File: config.mk
export PLATFORM = sky130hd
export DESIGN_NAME = dm_cache_controller
export DESIGN_NICKNAME = d
export VERILOG_FILES = /design/src/rtl/cache_pkg.sv /design/src/rtl/line_hit_check.sv /design/src/rtl/dm_cache_controller.sv
export SDC_FILE = /design/constraint.sdc
export NUM_CORES = 1
export LEC_CHECK = 0
export ABC_CLOCK_PERIOD_IN_PS = 5800
export CAP_MARGIN = 20
export CORE_MARGIN = 2
export CORE_UTILIZATION = 25
export CTS_BUF_LIST = sky130_fd_sc_hd__clkbuf_4 sky130_fd_sc_hd__clkbuf_8
export DETAILED_ROUTE_END_ITERATION = 6
export GPL_ROUTABILITY_DRIVEN = 0
export RECOVER_POWER = 25
export SLEW_MARGIN = 10
export SYNTH_ARGS = -nofsm -noshare
export SYNTH_HDL_FRONTEND = slang
export SYNTH_SLANG_ARGS = --single-unit
File: constraint.sdc
create_clock -name clock -period 5.8 [get_ports clock]
set_clock_uncertainty 0.05 [all_clocks]
set_input_delay 1.16 -clock clock [delete_from_list [all_inputs] [get_ports clock]]
set_output_delay 1.16 -clock clock [all_outputs]
set_load 0.01 [all_outputs]
File: src/rtl/cache_pkg.sv
// Shared definitions for the direct-mapped write-back cache controller:
// FSM state encoding, field widths and address slice positions.
package cache_pkg;

    localparam int TAG_W    = 3;
    localparam int INDEX_W  = 3;
    localparam int OFFSET_W = 2;
    localparam int BYTE_W   = 8;
    localparam int BLOCK_W  = 32;

    localparam int OFFSET_LSB = 0;
    localparam int INDEX_LSB  = OFFSET_W;
    localparam int TAG_LSB    = OFFSET_W + INDEX_W;

    typedef enum logic [1:0] {
        IDLE      = 2'd0,
        WRITEBACK = 2'd1,
        FETCH     = 2'd2,
        UPDATE    = 2'd3
    } state_t;

endpackage

File: src/rtl/line_hit_check.sv
// Tag comparison for the currently indexed cache line.
module line_hit_check
    import cache_pkg::*;
#(
    parameter int TAG_W = cache_pkg::TAG_W
) (
    input  logic             valid,
    input  logic [TAG_W-1:0] stored_tag,
    input  logic [TAG_W-1:0] addr_tag,
    output logic             hit
);

    assign hit = valid && (stored_tag == addr_tag);

endmodule

File: src/rtl/dm_cache_controller.sv
// Direct-mapped write-back cache: tag/data arrays plus the miss FSM that
// sequences write-back of dirty victims and line fill from block memory.
module dm_cache_controller
    import cache_pkg::*;
#(
    parameter int TAG_W    = cache_pkg::TAG_W,
    parameter int INDEX_W  = cache_pkg::INDEX_W,
    parameter int OFFSET_W = cache_pkg::OFFSET_W,
    parameter int BYTE_W   = cache_pkg::BYTE_W
) (
    input  logic                                clock,
    input  logic                                reset,
    input  logic                                read,
    input  logic                                write,
    input  logic [TAG_W+INDEX_W+OFFSET_W-1:0]   address,
    input  logic [BYTE_W-1:0]                   writedata,
    output logic [BYTE_W-1:0]                   readdata,
    output logic                                busywait,
    output logic                                mem_read,
    output logic                                mem_write,
    output logic [TAG_W+INDEX_W-1:0]            mem_address,
    output logic [(BYTE_W<<OFFSET_W)-1:0]       mem_writedata,
    input  logic [(BYTE_W<<OFFSET_W)-1:0]       mem_readdata,
    input  logic                                mem_busywait
);

    localparam int LINES = 1 << INDEX_W;
    localparam int BLK_W = BYTE_W << OFFSET_W;

    logic [TAG_W-1:0]    addr_tag;
    logic [INDEX_W-1:0]  idx;
    logic [OFFSET_W-1:0] off;

    assign addr_tag = address[OFFSET_W+INDEX_W +: TAG_W];
    assign idx      = address[OFFSET_W +: INDEX_W];
    assign off      = address[OFFSET_W-1:0];

    logic [LINES-1:0] valid_q;
    logic [LINES-1:0] dirty_q;
    logic [TAG_W-1:0] tag_q  [LINES];
    logic [BLK_W-1:0] data_q [LINES];
    logic [BLK_W-1:0] fill_buf;

    state_t state, next_state;
    logic   hit;
    logic   req;
    logic   hit_write;
    logic [BLK_W-1:0] line_block;

    line_hit_check #(.TAG_W(TAG_W)) u_hit (
        .valid      (valid_q[idx]),
        .stored_tag (tag_q[idx]),
        .addr_tag   (addr_tag),
        .hit        (hit)
    );

    // A request seen while reset is low must not raise busywait.
    assign req        = (read | write) & reset;
    assign line_block = data_q[idx];

    always_comb begin
        next_state    = state;
        busywait      = 1'b0;
        mem_read      = 1'b0;
        mem_write     = 1'b0;
        mem_address   = '0;
        mem_writedata = '0;
        readdata      = '0;
        hit_write     = 1'b0;
        case (state)
            IDLE: begin
                if (req) begin
                    if (hit) begin
                        hit_write = write;
                        if (!write)
                            readdata = line_block[off*BYTE_W +: BYTE_W];
                    end else begin
                        busywait   = 1'b1;
                        next_state = (valid_q[idx] && dirty_q[idx]) ? WRITEBACK : FETCH;
                    end
                end
            end
            WRITEBACK: begin
                busywait      = 1'b1;
                mem_write     = 1'b1;
                mem_address   = {tag_q[idx], idx};
                mem_writedata = line_block;
                if (!mem_busywait)
                    next_state = FETCH;
            end
            FETCH: begin
                busywait    = 1'b1;
                mem_read    = 1'b1;
                mem_address = {addr_tag, idx};
                if (!mem_busywait)
                    next_state = UPDATE;
            end
            UPDATE: begin
                busywait   = 1'b1;
                next_state = IDLE;
            end
            default: next_state = IDLE;
        endcase
    end

    always_ff @(posedge clock or negedge reset) begin
        if (!reset) begin
            state   <= IDLE;
            valid_q <= '0;
            dirty_q <= '0;
        end else begin
            state <= next_state;
            if (hit_write)
                dirty_q[idx] <= 1'b1;
            if (state == UPDATE) begin
                valid_q[idx] <= 1'b1;
                dirty_q[idx] <= 1'b0;
            end
        end
    end

    // The fill block is captured as memory completes, since mem_address
    // (and so the memory's output) is released in UPDATE.
    always_ff @(posedge clock) begin
        if (hit_write)
            data_q[idx][off*BYTE_W +: BYTE_W] <= writedata;
        if (state == FETCH && !mem_busywait)
            fill_buf <= mem_readdata;
        if (state == UPDATE) begin
            data_q[idx] <= fill_buf;
            tag_q[idx]  <= addr_tag;
        end
    end

endmodule
==> results of run 1 <==
stage by stage:
stage,worst slack (ps),cells
floorplan,1550,837
finish,378,1722
global placement,552,1627
detailed placement,551,1627
CTS,537,1721
global route,225,1721
power breakdown:
part | switching, uW | internal (uW) | leakage (uW)
clock | 910 | 1050 | 0.000537
combinational | 759 | 407 | 0.00196
sequential | 55.3 | 2970 | 0.00317
total | 1720 | 4420 | 0.00567
kinds of logic (layout without fill, tap and decap cells):
family	count (synthesis)	after routing	synth area share
mux	83	83	0.0906
fa+ha+maj	10	10	0.00916
other cells	0	1	0
simple gates	180	180	0.0648
flops	330	330	0.719
xor+xnor	2	2	0.00128
compound gates	167	167	0.0955
buf+inv	65	253	0.0198
layout by cell type (no fill, tap or decap), types with 27 or more instances in the layout:
| master | count |
|---|---|
| a221oi_1 | 27 |
| a22o_1 | 41 |
| buf_4 | 34 |
| clkbuf_8 | 53 |
| clkdlybuf4s50_1 | 61 |
| dlygate4sd3_1 | 37 |
| edfxtp_1 | 312 |
| mux2i_1 | 34 |
| mux4_2 | 28 |
| nand2_1 | 37 |
| nor2_1 | 58 |
| nor2b_1 | 29 |
layer usage:
metal  wire length [um]  global-route usage  up-vias  share of wire
met2              17300               0.205      479           0.43
met3               4780              0.0465       57           0.12
met5                  0                   0        -              0
li1                   -                   -     3635              -
met1              17200               0.197     4306           0.43
met4                845              0.0381        0          0.021
final timing paths:
check                                              end                    from  cells after the start
worst max-delay path                       readdata[2]              address[3]                      9
worst min-delay path            valid_q[7]$_DFFE_PN0P_  valid_q[7]$_DFFE_PN0P_                      1
worst max register to register  fill_buf[14]$_DFFE_PP_    state[0]$_DFFE_PN0P_                      4
worst min register to register  valid_q[7]$_DFFE_PN0P_  valid_q[7]$_DFFE_PN0P_                      1
max in group asynchronous         dirty_q[4]$_DFF_PN0_                   reset                      2
min in group asynchronous       valid_q[1]$_DFFE_PN0P_                   reset                      2
registers in the layout (all words and copies together), names as in the netlist:
signal	count
data_q	256
dirty_q	8
fill_buf	32
state	2
tag_q	24
valid_q	8
area by class of cell:
class                           instances  area, um^2
Antenna cell                            1        2.50
Clock buffer                           70         857
Clock inverter                         24         164
Fill cell                            5248       37200
Inverter                               16        60.1
Multi-Input combinational cell        442        3570
Sequential cell                       330        9820
Tap cell                              696         871
Timing Repair Buffer                  143        1350
==> results.cfg, run 1 <==
[synth]
async_flop_share = 0.0545
synth.top_cell.area_share = 0.686
synth_top_area_cell = edfxtp_1
syn_area_um2 = 13700
synth-seq-cells = 330
ys_seq_area_frac = 0.719
yosysUniqueCellTypes = 54
netlist_instances = 837
synth_area_leaders = edfxtp_1, mux4_2, dfrtp_1, a22o_1, mux2i_1
ys.flop_type = edfxtp_1
synth.most_common_cell = edfxtp_1
yosysWarnings = 0
synth_edf_count = 312
synthTopCellsByCount = edfxtp_1, nor2_1, a22o_1
syn-num-nets = 900
avgSynthCellArea_um2 = 16.3

[setup_path]
cp_common_cell = nor2_1
critPathBufInv = 3
crit_required_ps = 4590
cp.arrival_ps = 4210
cp_slowest_cell = clkbuf_1
crit_family = buffers and inverters
cp-end-kind = output port
worstSetupPathType = in -> out
crit_path_cell_trace = buf_2 -> nor2_1 -> clkbuf_1 -> a22oi_1 -> a21oi_1 -> nor2_1 -> mux4_2 -> nor2_1 -> clkdlybuf4s50_1
reg2reg_slack_ps = 2170
path_max_fanout = 16
slowest_delay_ps = 710
cp-start-kind = input pin

[global_route]
globalRouteTotalUtil = 0.140
grt_max_degree = 61
grt_pass1_wl_um = 57600
grt-ovfl-total = 0
antenna_found_initial = 2
grt_pass1_vias = 8575

[placed_design]
dpl-instance-area_um2 = 15700
portBuffers = 101
dp_hpwl_um = 27900

[floorplan]
dieArea_um2 = 56500
core-area_um2 = 53900
die_h_um = 238
top_level_ports = 102
core.rowCount = 85
initial_core_util = 0.253
die_x_um = 238

[timing]
hold_ws_ps = 417
hold_viol = 0
grt_setup_unrepaired = no
fmaxAchievable_mhz = 184
maxSlewViolCount = 33
fin_crit_ps = 5420
setup_violations = 0
setup_tns_ps = 0
worst_pin_slew_ps = 2990
relSlewSlack = -0.999
period_share = 0.935

[clock_tree]
cts_buffers = 53
cts_hold_buf = 0
htreeDepth = 2
ctsResizeCount = 0
clock-root-buffer = clkbuf_8
insertion_delay_ps = 600
cts_tree = done
cts.path.max_buffers = 3
post_cts_buffers = 0
path_clk_slew_ps = 60
clock_sinks = 330

[power_and_ir_drop]
vdd.ir_drop.worst_uv = 169
power_density_nw_per_um2 = 368
cellLeakagePower_uw = 0.00567
total_power_uw = 6150

[cells_and_area]
drive_gt1_frac = 0.164
final_cell_area_um2 = 16700
utilization = 0.310
nets = 1049
syn2layout_area_growth_pct = 22.2

[detailed_routing]
wire_per_inst_um = 23.3
drt_iter0_markers = 991
finalWirelength_um = 40100
vias = 8477
final_antenna_net_count = 0
drc_errors = 0
viasPerCell = 4.92
drt-pass1-iter-count = 5

[status]
violations = capacitance limit, slew limit
status = finished, violations left

[run]
cap_violations = 1

[hold_path]
hold_path.class = reg -> reg
Note: power is estimated with default switching activity, not from simulation.
==> run 2, diff against run 1 <==
--- a/config.mk
+++ b/config.mk
@@ -5,11 +5,10 @@
 export SDC_FILE = /design/constraint.sdc
 export NUM_CORES = 1
 export LEC_CHECK = 0
-export ABC_CLOCK_PERIOD_IN_PS = 5800
+export ABC_CLOCK_PERIOD_IN_PS = 6100
 export CAP_MARGIN = 20
 export CORE_MARGIN = 2
 export CORE_UTILIZATION = 25
-export CTS_BUF_LIST = sky130_fd_sc_hd__clkbuf_4 sky130_fd_sc_hd__clkbuf_8
 export DETAILED_ROUTE_END_ITERATION = 6
 export GPL_ROUTABILITY_DRIVEN = 0
 export RECOVER_POWER = 25
==> constraint.sdc (replaced) <==
create_clock -name clock -period 6.1 [get_ports clock]
set_clock_uncertainty 0.05 [all_clocks]
set_input_delay 1.22 -clock clock [delete_from_list [all_inputs] [get_ports clock]]
set_output_delay 1.22 -clock clock [all_outputs]
set_load 0.01 [all_outputs]
==> run 2 against run 1 <==
The run still ends with capacitance limit, slew limit left; sequential power fell by 5%; clock power rose by 7%; total power fell by 0.98%; register-to-register slack improved by 260 ps; non-clock buffer count rose by 13; combinational power fell by 5%; die area did not move; core utilization rose by 0.35 points; clock-buffer cell count fell by 29; worst setup slack improved by 79 ps; routed wire length rose by 0.22%; worst hold slack improved by 4.2 ps; highest routed layer unchanged.
==> results.cfg, run 2 (synthesized netlist as in run 1, its figures left out) <==
[cells_and_area]
seqCellArea_um2 = 9820
syn2layout_area_growth_pct = 23.6
largest_register_ffs = 256
layout_commonest_cell = edfxtp_1
multi_input_area_um2 = 3570
drive_gt1_frac = 0.156
fin_cells = 1706
biggestRegsByFlops = data_q (256), fill_buf (32), tag_q (24)
n_fill_cell = 5208
most-common-layout-cells = edfxtp_1, clkdlybuf4s50_1, nor2_1, buf_4, a22o_1
nets = 1044
top_register = data_q

[floorplan]
die_h_um = 238
initial_core_util = 0.253
top_level_ports = 102
core.rowCount = 85
die_x_um = 238
core-area_um2 = 53900
dieArea_um2 = 56500

[clock_tree]
cts_tree = done
htreeDepth = 2
cts_buffers = 35
cts.path.max_buffers = 3
ctsResizeCount = 0
clock-root-buffer = clkbuf_16
cts_hold_buf = 0
post_cts_buffers = 0
clock_sinks = 330
path_clk_slew_ps = 60
insertion_delay_ps = 520

[setup_path]
r2r_start = state[0]$_DFFE_PN0P_
cp.depth = 9
cp-start-kind = input pin
cp_common_cell = buf_4
cp_slowest_cell = clkdlybuf4s50_1
path_max_fanout = 25
cp.arrival_ps = 4370
startpoint = address[2]
crit_family = buffers and inverters
critPathBufInv = 3
crit_path_cell_trace = buf_4 -> mux4_1 -> mux2i_1 -> xnor2_1 -> nor3_2 -> nand4_1 -> buf_4 -> nor2_1 -> clkdlybuf4s50_1
crit_required_ps = 4830
ff2ff_path_depth = 4
cp-end-kind = output port
worstSetupPathType = in -> out
slowest_delay_ps = 630

[timing]
hold_viol = 0
setup_tns_ps = 0
fin_crit_ps = 5640
setup_violations = 0
finalWorstSetupSlack_ps = 458
fmaxAchievable_mhz = 177
worst_pin_slew_ps = 3050
period_share = 0.925
relSlewSlack = -1.04
maxSlewViolCount = 33
grt_setup_unrepaired = no

[hold_path]
whs_path_depth = 1
hp-start = valid_q[0]$_DFFE_PN0P_
hold_path.class = reg -> reg

[power_and_ir_drop]
cellLeakagePower_uw = 0.00575
total_power_uw = 6090
p_int_uw = 4440
swShare = 0.270
power_density_nw_per_um2 = 361
vdd.ir_drop.worst_uv = 201
power_frac_comb = 0.183
p_clk_frac = 0.346
power_frac_seq = 0.472
power_switching_uw = 1640

[global_route]
grt-ovfl-total = 0
grt_max_degree = 56
grt_pass1_vias = 8476
globalRouteTotalUtil = 0.140
antenna_found_initial = 2
grt_pass1_wl_um = 57800

[detailed_routing]
vias = 8436
final_antenna_net_count = 0
drc_errors = 0
drt-pass1-iter-count = 5
viasPerCell = 4.94
wire_per_inst_um = 23.6
finalWirelength_um = 40200
drt_iter0_markers = 1028

[placed_design]
preCtsSetupSlack_ps = 625
dp_hpwl_um = 28400
portBuffers = 101
dp.cells = 1640

[status]
status = finished, violations left
violations = capacitance limit, slew limit

[run]
cap_violations = 1
-- run 2: worst register-to-register path, cell delays in order (launching register included) --
cell     delay, ps
dfrtp_1        410
inv_1          110
ha_1           300
inv_1           90
nor2_1        2220
-- run 2: area by class of cell --
type,instances,share of cell area
inverter,16,0.00356
tap,696,0.0516
sequential,330,0.582
clock inverter,23,0.0122
antenna,2,0.000296
clock buffer,41,0.0557
timing repair buffer,156,0.0835
multi-input combinational,442,0.212
-- run 2: per-stage QoR --
stage	util	hold slack, ps	area [um^2]
5_1_grt	0.313	429	16900
3_3_place_gp	0.292	405	15800
4_1_cts	0.313	422	16900
2_1_floorplan	-	378	13700
3_5_place_dp	0.292	403	15800
6_report	0.313	421	16900
-- run 2: worst paths after layout --
| path | end | slack [ps] |
|---|---|---|
| max | readdata[6] | 460 |
| min | valid_q[0]$_DFFE_PN0P_ | 420 |
| max reg2reg | fill_buf[3]$_DFFE_PP_ | 2430 |
| min reg2reg | valid_q[0]$_DFFE_PN0P_ | 420 |
| max in group asynchronous | valid_q[3]$_DFFE_PN0P_ | 4670 |
| min in group asynchronous | dirty_q[7]$_DFF_PN0_ | 1090 |
-- run 2: layer usage --
layer  track usage  wire length (um)  part of all wire
met1         0.196             17600              0.44
met2         0.203             16900              0.42
met3        0.0519              4570              0.11
met4        0.0423              1080             0.027
met5             0                 0                 0
-- run 2: power groups by stage --
stage | registers [uW] | clock network, uW | logic, uW
2_1_floorplan | 2890 | 0 | 604
3_3_place_gp | 2910 | 0 | 1100
3_5_place_dp | 2920 | 0 | 1120
4_1_cts | 2870 | 2130 | 1120
5_1_grt | 2880 | 2220 | 1200
6_report | 2870 | 2100 | 1110
==> run 3, diff against run 2 <==
--- a/config.mk
+++ b/config.mk
@@ -12,7 +12,7 @@
 export DETAILED_ROUTE_END_ITERATION = 6
 export GPL_ROUTABILITY_DRIVEN = 0
 export RECOVER_POWER = 25
-export SLEW_MARGIN = 10
+export SLEW_MARGIN = 5
 export SYNTH_ARGS = -nofsm -noshare
 export SYNTH_HDL_FRONTEND = slang
 export SYNTH_SLANG_ARGS = --single-unit
==> results of run 3 <==
Same layout as run 2: the final DEF is identical, and so are final timing and power.
==> RTL change 1: new RTL, flow settings as in run 2 <==
Re-encode `state_t` (4 states) as Gray code, 2 bits wide.
--- a/src/rtl/cache_pkg.sv
+++ b/src/rtl/cache_pkg.sv
@@ -15,6 +15,6 @@
     typedef enum logic [1:0] {
-        IDLE      = 2'd0,
-        WRITEBACK = 2'd1,
-        FETCH     = 2'd2,
-        UPDATE    = 2'd3
+        IDLE      = 2'b00,
+        WRITEBACK = 2'b01,
+        FETCH     = 2'b11,
+        UPDATE    = 2'b10
     } state_t;
Formal check against the unedited RTL: same outputs for any inputs over 4 cycles, from zero or initial values and one cycle with reset low; so few cycles prove little.
==> RTL change 1 against run 2 <==
Sequential cell count unchanged; highest routed layer is now met5; cell area decreased by 2.0%; routed wire length decreased by 1.9%; setup slack got worse by 230 ps; power down 0.63%; the run still ends with max-capacitance violations, max-slew violations left; synthesized area decreased by 0.45%; hold slack about the same; core utilization fell by 0.58 points.
==> RTL change 1: results <==
export IMPL_grt_pass1_wl_mm=56.67
export IMPL_synth_warnings=0
export IMPL_max_stage_delay_ps=720
export IMPL_cp_max_fo=20
export IMPL_violations="max-capacitance violations, max-slew violations"
export IMPL_worstReg2RegEnd="data_q[6][29]"
export IMPL_grt_pass1_vias=8070
export IMPL_dp_hpwl_mm=27.62
export IMPL_antenna_found_initial=3
export IMPL_synth_distinct_cells=49
export IMPL_dr_pass1_iters=5
export IMPL_h_tree_depth=2
export IMPL_n_antenna_cell=0
export IMPL_clock_path_buffers=3
export IMPL_syn_nets=868
export IMPL_vdd_drop_max_v=0.0001703
export IMPL_place_port_buffers=101
export IMPL_final_max_slew_viol_count=33
export IMPL_crit_path_end="readdata[2]"
export IMPL_drt_iter0_markers=1042
export IMPL_layout_nets=993
export IMPL_ys_seq_area_frac=0.7221
export IMPL_nFillCells=5289
export IMPL_numCtsBuffers=34
export IMPL_worst_hold_startpoint="valid_q[5]"
export IMPL_tightest_slew_ps=2118
export IMPL_rrSetupSlack_ps=2750
export IMPL_synth_edf_count=312
export IMPL_drive_gt1_frac=0.1667
export IMPL_cap_violations=1
export IMPL_worstSetupStartpoint="address[2]"
export IMPL_ff2ff_path_depth=7
export IMPL_leakagePower_nw=5.465
export IMPL_r2r_start="tag_q[5][0]"
export IMPL_crit_slowest_cell="clkbuf_1"
export IMPL_status="complete, but fails checks"
export IMPL_internal_power_w=0.004339
export IMPL_dpl_cell_area_mm2=0.01554
export IMPL_grt_usage=0.1381
export IMPL_post_cts_buffers=0
export IMPL_routedWlPerCell_um=23.81
export IMPL_grt_max_degree=49
export IMPL_cts_root_buf="clkbuf_16"
export IMPL_synth_area_top_cells="edfxtp_1 69%, mux4_2 7.0%, dfrtp_1 3.3%, nor2_1 2.8%, a22o_1 2.6%"
export IMPL_yosys_top_cells_count="312 x edfxtp_1, 101 x nor2_1, 42 x mux4_2"
export IMPL_dr_total_vias=8221
[RTL change 1: cell types whose count changed in the layout (fill, tap and decap cells not counted), moves of 6 or more]
cell      before  now
buf_4         51   30
nor2_1        58  100
nand2b_1      12    6
o31ai_1        8    0
a211oi_1       6    0
mux4_2        28   42
nand2_1       37   23
a31oi_1        2    9
a22oi_1       21   14
clkbuf_1       7   13
and2_1        16    6
nor2b_1       29    8
[RTL change 1: layer usage]
layer  routed length, um  GRT usage
met4                 682    0.03316
met2               15670     0.1848
met3                5079    0.05911
met5                  34          0
met1               17960     0.2033
[RTL change 1: logic make-up (layout without fill, tap and decap cells)]
logic type | after synthesis | in the layout | synth area share
adder cells (fa/ha/maj) | 5 | 5 | 0.004601
AND/OR/NAND/NOR | 178 | 178 | 0.06045
XOR/XNOR | 2 | 2 | 0.001288
multiplexers | 94 | 94 | 0.1100
buffers and inverters | 63 | 213 | 0.02107
AO/OA/AOI/OAI | 138 | 138 | 0.08051
flip-flops | 330 | 330 | 0.7221
[RTL change 1: layout make-up]
type | instances | area share
inverters | 13 | 0.002951
clock inverters | 20 | 0.007567
multi-input cells | 417 | 0.2120
clock buffers | 41 | 0.05433
flip-flops and latches | 330 | 0.5938
well taps | 696 | 0.05266
repair buffers | 139 | 0.07665
[RTL change 1: worst min path at each step]
stage | end | slack, ps
after floorplan | valid_q[7] | 380
after global placement | valid_q[7] | 400
after detailed placement | valid_q[0] | 410
after CTS | valid_q[5] | 420
after global routing | valid_q[5] | 440
final | valid_q[5] | 420
[RTL change 1: power groups by stage]
stage | Sequential [W] | Combinational [W] | Clock (W)
floorplan | 0.00289 | 0.000636 | 0
global placement | 0.00292 | 0.00118 | 0
detailed placement | 0.00292 | 0.00120 | 0
CTS | 0.00288 | 0.00121 | 0.00199
global route | 0.00289 | 0.00129 | 0.00207
finish | 0.00288 | 0.00121 | 0.00196
[RTL change 1: critical path: cells and delay by family]
family                 cells  cell delay [ps]
multiplexers               2             1210
AO/OA/AOI/OAI              3              480
buffers and inverters      3             1670
[RTL change 1: per-stage QoR]
step	util	hold slack [ps]	setup WS [ps]	total power, W	instances
after global routing	0.3073	441.2	120.4	0.006258	1656
final	0.3073	420.5	230.8	0.006050	1656
after CTS	0.3078	422.1	186.0	0.006072	1655
after detailed placement	0.2887	407.4	194.7	0.004125	1594
after floorplan	-	378.5	1830	0.003527	810
after global placement	0.2887	396.8	237.5	0.004098	1594
==> RTL change 2: new RTL, flow settings as in run 2 <==
Made on the original files. Change the package constant `OFFSET_W` from 2 to 4.
--- a/src/rtl/cache_pkg.sv
+++ b/src/rtl/cache_pkg.sv
@@ -6,3 +6,3 @@
     localparam int INDEX_W  = 3;
-    localparam int OFFSET_W = 2;
+    localparam int OFFSET_W = 4;
     localparam int BYTE_W   = 8;
Interface: changed (resized address, mem_readdata and mem_writedata); port bits go from 102 to 296. The function was not compared with the original's and may differ.
==> RTL change 2 against run 2 <==
The run ends with design-rule violations, max-capacitance violations, max-slew violations, negative setup slack left; final cell count grew to 3.6 times the old value; count of clock-buffer cells in the layout is 109 higher; via count rose to 3.8 times the old value; synthesized area increased to 3.5 times the old value; routed wire length grew to 4.9 times the old value; cell area grew to 3.5 times the old value; power increased to 3.5 times the old value; setup slack worse by 560 ps; sequential cell count grew 864; die area increased to 3.5 times the old value; first-iteration DRC count grew to 4.6 times the old value; critical path type unchanged; critical endpoint unchanged; highest routed layer is now met5.
==> RTL change 2: results <==
export IMPL_status="complete, but fails checks"
export IMPL_violations="design-rule violations, max-capacitance violations, max-slew violations, negative setup slack"
export IMPL_nFlopsAndLatches=1194
export IMPL_post_route_drc_count=2
export IMPL_leakagePower_nw=19.97
export IMPL_cp_max_fo=24
export IMPL_synth_avg_cell_area_um2=16.35
export IMPL_p_comb_w=0.00363
export IMPL_cap_violations=4
export IMPL_dp_hpwl_mm=137.2
export IMPL_vias_per_cell=5.341
export IMPL_synth_area_top_cells="edfxtp_1 73%, a22o_1 2.8%, a22oi_1 2.7%, mux2_2 2.5%, a221oi_1 1.7%"
export IMPL_grt_pass1_wl_mm=264.6
export IMPL_ys_seq_area_frac=0.7408
export IMPL_wl_met1_mm=65.22
export IMPL_final_max_slew_viol_count=196
export IMPL_critPathTopFamily="compound AO/OA/AOI/OAI gates"
export IMPL_ff_latch_area_mm2=0.03576
export IMPL_nFillCells=18850
export IMPL_clkPwrFrac=0.345
export IMPL_dr_pass1_iters=7
export IMPL_drt_iter0_markers=4754
export IMPL_grt_usage=0.1935
export IMPL_async_reset_ff_frac=0.01508
export IMPL_inv_count=22
export IMPL_dpl_cell_area_mm2=0.05585
export IMPL_worstSetupStartpoint="address[5]"
export IMPL_vdd_drop_max_v=0.0002443
export IMPL_hold_end="valid_q[1]"
export IMPL_buffers=593
export IMPL_yosys_area_top_type_share=0.7315
export IMPL_grt_max_degree=72
export IMPL_fin_ws_ps=-106.9
export IMPL_clk_share=0.06562
export IMPL_worstReg2RegEnd="data_q[3][73]"
export IMPL_drive_gt1_frac=0.1805
export IMPL_synth_distinct_cells=80
export IMPL_setup_violations=4
export IMPL_n_antenna_cell=4
export IMPL_worst_hold_startpoint="valid_q[1]"
export IMPL_hold_ws_ps=421.7
export IMPL_rrSetupSlack_ps=130
export IMPL_layout_nets=3602
export IMPL_grt_pass1_vias=31460
export IMPL_multi_input_area_mm2=0.01134
## RTL change 2: cells by family (layout without fill, tap and decap cells)
group | Yosys count | count (layout) | share of synthesized area
XOR/XNOR | 3 | 3 | 0.0005444
flip-flops | 1194 | 1194 | 0.7408
AND/OR/NAND/NOR | 490 | 490 | 0.04935
multiplexers | 204 | 204 | 0.05189
other | 0 | 4 | 0
adder cells (fa/ha/maj) | 10 | 10 | 0.002592
AO/OA/AOI/OAI | 805 | 805 | 0.1283
buffers and inverters | 246 | 840 | 0.02651
## RTL change 2: worst max path at each step
| stage | endpoint | slack (ps) | cells past startpoint |
|---|---|---|---|
| 2_1_floorplan | fill_buf[0] | 1060 | 1 |
| 3_3_place_gp | readdata[1] | -420 | 12 |
| 3_5_place_dp | readdata[5] | -140 | 12 |
| 4_1_cts | readdata[3] | 20 | 12 |
| 5_1_grt | readdata[5] | 7 | 13 |
| 6_report | readdata[6] | -110 | 12 |
